--- config.mk ---
export PLATFORM = sky130hd
export DESIGN_NAME = mux_pipe
export DESIGN_NICKNAME = d
export VERILOG_FILES = /design/src/rtl/mux_pipe.sv
export SDC_FILE = /design/constraint.sdc
export NUM_CORES = 1
export LEC_CHECK = 0
export ABC_AREA = 1
export BUFFER_PORTS_ARGS = -buffer_cell sky130_fd_sc_hd__buf_2
export CAP_MARGIN = 0
export CORE_MARGIN = 5
export CORE_UTILIZATION = 45
export CTS_CLUSTER_DIAMETER = 120
export DETAILED_ROUTE_END_ITERATION = 10
export PLACE_DENSITY = 0.87
export SLEW_MARGIN = 40
export SYNTH_ARGS = -nofsm -noshare
export SYNTH_HDL_FRONTEND = slang
export SYNTH_SLANG_ARGS = --single-unit
--- constraint.sdc ---
create_clock -name clk -period 2.3 [get_ports clk]
set_clock_uncertainty 0.05 [all_clocks]
set_input_delay 0.575 -clock clk [delete_from_list [all_inputs] [get_ports clk]]
set_output_delay 0.575 -clock clk [all_outputs]
set_load 0.03 [all_outputs]
--- src/rtl/mux_pipe.sv ---
// mux_pipe: registered N-way selector with one-hot decode, error count and 2-entry skid buffer
module mux_pipe #(
    parameter int WIDTH = 32,
    parameter int N = 5,
    parameter int SEL_W = 3,
    parameter logic [WIDTH-1:0] DFLT = '0
) (
    input  logic               clk,
    input  logic               rst_n,
    input  logic               flush,
    input  logic               in_valid,
    output logic               in_ready,
    input  logic [N*WIDTH-1:0] in_data,
    input  logic [SEL_W-1:0]   in_sel,
    output logic               out_valid,
    input  logic               out_ready,
    output logic [WIDTH-1:0]   out_data,
    output logic [N-1:0]       out_sel_oh,
    output logic               out_err,
    output logic [7:0]         err_cnt
);
    logic [WIDTH-1:0] new_data, main_data, skid_data;
    logic [N-1:0] new_oh, main_oh, skid_oh;
    logic new_err, main_err, skid_err, main_v, skid_v, acc, xfer;
    always_comb begin
        new_data = DFLT;
        new_oh = '0;
        for (int k = 0; k < N; k++) begin
            if (in_sel == SEL_W'(k)) begin
                new_oh[k] = 1'b1;
                new_data = in_data[k*WIDTH +: WIDTH];
            end
        end
    end
    assign new_err = ~|new_oh;
    assign in_ready = !skid_v;
    assign acc = in_valid && in_ready;
    assign xfer = main_v && out_ready;
    assign out_valid = main_v;
    assign out_data = main_data;
    assign out_sel_oh = main_oh;
    assign out_err = main_err;
    always_ff @(posedge clk or negedge rst_n) begin
        if (!rst_n) begin
            main_v <= 1'b0;
            skid_v <= 1'b0;
            main_data <= '0;
            main_oh <= '0;
            main_err <= 1'b0;
            skid_data <= '0;
            skid_oh <= '0;
            skid_err <= 1'b0;
            err_cnt <= '0;
        end else if (flush) begin
            main_v <= 1'b0;
            skid_v <= 1'b0;
        end else begin
            if (xfer || !main_v) begin
                main_v <= skid_v || acc;
                skid_v <= 1'b0;
                if (skid_v)
                    {main_data, main_oh, main_err} <= {skid_data, skid_oh, skid_err};
                else if (acc)
                    {main_data, main_oh, main_err} <= {new_data, new_oh, new_err};
            end else if (acc) begin
                skid_v <= 1'b1;
                {skid_data, skid_oh, skid_err} <= {new_data, new_oh, new_err};
            end
            if (acc && new_err && err_cnt != 8'hff)
                err_cnt <= err_cnt + 8'd1;
        end
    end
endmodule

# --- Word-level counts from Yosys, hierarchy flattened ---
# Cells that the tools add are included.
word_totals:
  reg_bits: 86
  in_bits: 168
  out_inout_bits: 48
  elab_cells: 55
op_classes:
  n_addsub: 1
  eq_ne: 5
  muxes: 21
  bitwise_logic: 2
  reduce_logical: 17
op_table:
  columns: ["operator", "n"]
  rows:
  - ["two-way mux 32 bit", 7]
  - ["two-way mux 1 bit", 12]
  - ["two-way mux 5 bit", 2]
  - ["adder 8 x 1 -> 8 bit (second input constant)", 1]
  - ["inequality test 8 bit (second input constant)", 1]
  - ["equality test 3 x 2 -> 1 bit (second input constant)", 2]
  - ["AND reduction 3 bit", 2]
  - ["OR reduction 5 bit", 1]
  - ["logical AND 1 bit", 4]
  - ["nonzero test 2 bit", 2]
  - ["equality test 3 x 1 -> 1 bit (second input constant)", 1]
  - ["equality test 3 bit (second input constant)", 1]
  - ["zero test 1 bit", 3]
  - ["zero test 3 bit", 1]
  - ["nonzero test 3 bit", 1]
  - ["logical OR 1 bit", 2]
  - ["inverter 1 bit", 2]
  - ["AND reduction 2 bit", 1]

# --- Logic depth before layout (Yosys ltp) ---
depth:
  ltp_word: 8
  ltp_mapped: 11
  depth_no_buf: 9

# --- Worst setup path before layout ---
# Ideal clock, no wire load.
synth_timing:
  kind: "input-to-reg"
  start: "in in_sel[2]"
  end: "reg err_cnt[6]"
  setup_time_ps: 122
  arrival_time_ps: 1574
  required_ps: 2128
  path_slack_ps: 554
  cell_stages: 7
  n_path_buf: 1
  path_cell_list: "buf_4 -> inv_1 -> nor2_2 -> nand2_2 -> nor3_4 -> nand2_1 -> xor2_1"
synth_between:
  elab_chain_len: 7
  elab_cells_between_ends: 15
  cone_classes: "eq/ne (4); mux (5); reduce/logical (6)"
synth_lines:
  columns: ["element", "line_no", "text"]
  rows:
  - ["from (decl)", "14", "input logic [SEL_W-1:0] in_sel,"]
  - ["equality test 3 x 1 -> 1 bit (tied with other cells)", "29", "if (in_sel == SEL_W'(k)) begin"]
  - ["two-way mux 1 bit", "29", null]
  - ["OR reduction 5 bit *", "35", "assign new_err = ~|new_oh;"]
  - ["zero test 1 bit *", "35", null]
  - ["logical AND 1 bit * (2 in a row)", "69", "if (acc && new_err && err_cnt != 8'hff)"]
  - ["AND reduction 2 bit (no source line) *", null, null]
  - ["to (signal assigned)", "70", "err_cnt <= err_cnt + 8'd1;"]
  - ["to (decl)", "20", "output logic [7:0] err_cnt"]
# Mark *: on every way between the ends. The rest lies on a longest branch, timed or not.
# A chain may end at the register's enable or synchronous reset.

# --- Worst setup path after layout ---
layout_timing:
  start: "reg skid_v"
  end: "out in_ready"
layout_between:
  elab_chain_len: 1
layout_lines:
  columns: ["element", "line_no", "text"]
  rows:
  - ["from (decl)", "24", "logic new_err, main_err, skid_err, main_v, skid_v, acc, xfer;"]
  - ["from (signal assigned)", "46", "skid_v <= 1'b0;"]
  - ["from (signal assigned)", "56", "skid_v <= 1'b0;"]
  - ["from (signal assigned)", "60", "skid_v <= 1'b0;"]
  - ["zero test 1 bit", "36", "assign in_ready = !skid_v;"]
  - ["to (decl)", "12", "output logic in_ready,"]
# Every way passes these cells.

==> results by group <==
Worst setup path
  – CP Data Arrival Time: 1.43 ns
  – R2R setup slack: 0.46 ns
  – Worst setup path class: reg -> out
  – Worst Setup End Kind: output pin
  – Required time worst endpoint: 1.67 ns
  – Startpoint Class: flop
  – Worst-path maximum fanout: 22

Timing
  – Setup violators final: 0
  – Slew margin rel.: 64.8%
  – Slew Limit Fails: 0
  – Worst-margin pin slew: 0.527 ns
  – Final worst-path cycle share: 89.4%
  – Final hold violation count: 0
  – Final worst setup slack: 0.245 ns
  – FMAX: 0.487 GHz
  – Fin Setup TNS: 0 ns
  – Final Critical Period: 2.06 ns
  – Unrepaired setup endpoints after global routing: false

Clock network
  – Cts bufs inserted: 9
  – H-tree levels: 3
  – TritonCTS clock tree: yes
  – Clock Path Buffers: 2
  – Root Buffer: clkbuf_16
  – Clk_lat worst skew: 0.33 ns
  – Clock sinks: 86
  – CTS clk-pin slew, worst paths: 0.07 ns
  – Post CTS Setup Buffer Count: 0
  – Hold buffers post-CTS: 0
  – CTS resizes: 0

Logic synthesis
  – Synthesized instance count: 775
  – Distinct cells, synth: 26
  – Sequential area share after synthesis: 42.0%
  – Seq cells post-synth: 86
  – Synth Area per Inst: 6.62 um2
  – Synth Cell Area: 5130 um2
  – Area contributors post-synth: dfrtp_1, nand2_1, nor2_1, inv_1, nand4_1
  – Share of the synthesized area in the top cell type: 42.0%
  – Synth warn: 0
  – Post-synth top area cell: dfrtp_1
  – Syn Nets: 944

Route
  – DR vias: 5500
  – Iter 0 DRT Violations: 479
  – Routed wire per std cell: 13.4 um
  – DRT Pass-1 Iters: 4
  – Routed vias/inst: 4.88
  – Routed Antenna Nets: 0
  – DRC: 0
  – WL final: 15100 um

Run status
  – Status: finished clean

Placed design
  – Port bufs: 215
  – Place WS: 0.293 ns
  – Final HPWL DP: 10900 um
  – Placer Congestion: 0.843

Job
  – Maxcap violations: 0

Global routing
  – GRT Residual Overflow: 0
  – Initial antenna violation count: 0
  – Largest net degree at the start of global routing: 87
  – First-pass GRT wire length: 23900 um
  – Vias in the first global route: 5123
  – Tot GR Track Use: 21.7%

Pwr
  – Leak Pwr: 0.00395 uW
  – PwrDens: 749 nW/um2
  – Max IR drop VDD: 0.376 mV

Die
  – Core area: 11300 um2
  – Row count: 39
  – Initial Util: 45.5%
  – Die Height: 117 um
  – Num ports: 216
  – Full die area: 13600 um2
  – Die X: 117 um

Finish
  – Area Overhead vs Synth: 31.7%
  – Nets: 1149
  – Antenna cells: 0
  – Most common cell after layout, fill and taps aside: nand2_1
  – Most frequent cells in the layout: nand2_1, buf_2, dfrtp_1, nor2_1, inv_1
  – Layout cells sized above 1: 27.3%

Hold path
  – Worst Hold Class: in -> async
## report_power, final
part           internal, uW  switching [uW]  leakage (uW)
clock network          1100             611      0.000174
logic                   478             875       0.00269
registers              1830             166       0.00109
## cells in the mapped netlist
cell type	count
a21oi_1	41
a2bb2oi_1	1
buf_1	2
buf_2	14
buf_4	3
buf_6	1
clkbuf_1	18
clkinv_1	1
dfrtp_1	86
ha_1	1
inv_1	74
inv_2	3
nand2_1	317
nand2_2	2
nand3_1	39
nand4_1	33
nor2_1	79
nor2_2	2
nor2_4	1
nor3_1	3
nor3_4	3
o21ai_0	34
o21ai_1	3
or2_2	7
xnor2_1	4
xor2_1	3
## worst max-delay path, cell delays in order (launching register included)
cell and delay, ns:
dfrtp_2 0.40, inv_2 0.40, buf_2 0.30
## stage by stage
step | power (uW) | utilization, % | instances | instance area, um2 | hold WS [ns]
CTS | 5110 | 59.9 | 1128 | 6760 | 0.246
global route | 5340 | 59.9 | 1128 | 6760 | 0.255
floorplan | 2870 | - | 775 | 5130 | 0.229
finish | 5060 | 59.9 | 1128 | 6760 | 0.202
detailed placement | 3380 | 56.8 | 1112 | 6400 | 0.410
global placement | 3340 | 56.8 | 1112 | 6400 | 0.407
## metal layers
| metal | global-route usage [%] | share of wire [%] | up-vias |
|---|---|---|---|
| li1 | - | - | 2838 |
| met1 | 27.9 | 41 | 2463 |
| met2 | 37.5 | 49 | 185 |
| met3 | 4.20 | 8.4 | 14 |
| met4 | 5.58 | 1.1 | 0 |
| met5 | 0 | 0 | - |
## registers in the layout (all words and copies together) (netlist names), 5 cells and up
name / count
out_data: 32
err_cnt: 8
skid_oh: 5
out_sel_oh: 5
skid_data: 32
## path summary, 6_finish.rpt
check	start	endpoint	cells past startpoint
max	skid_v	in_ready	2
max in group asynchronous	rst_n	skid_oh[0]	2
min in group clk	out_data[17]	out_data[17]	2
max reg2reg	skid_v	out_data[15]	7
min	rst_n	err_cnt[6]	2
min reg2reg	out_data[17]	out_data[17]	2
## layout make-up
cell class              instances  area [um2]
clock buffers                  10         239
clock inverters                 6         116
fillers                      1070        4520
inverters                      78         293
multi-input cells             573        2510
flip-flops and latches         86        2150
well taps                     143         179
repair buffers                232        1270
## logic make-up after synthesis
group,count (synthesis),share of synthesized area (%)
adder cells (fa/ha/maj),1,0.244
flip-flops,86,42.0
AND/OR/NAND/NOR,486,39.6
AO/OA/AOI/OAI,79,7.78
XOR/XNOR,7,1.20
buffers and inverters,116,9.20
Power figures use the tool's default switching activity.
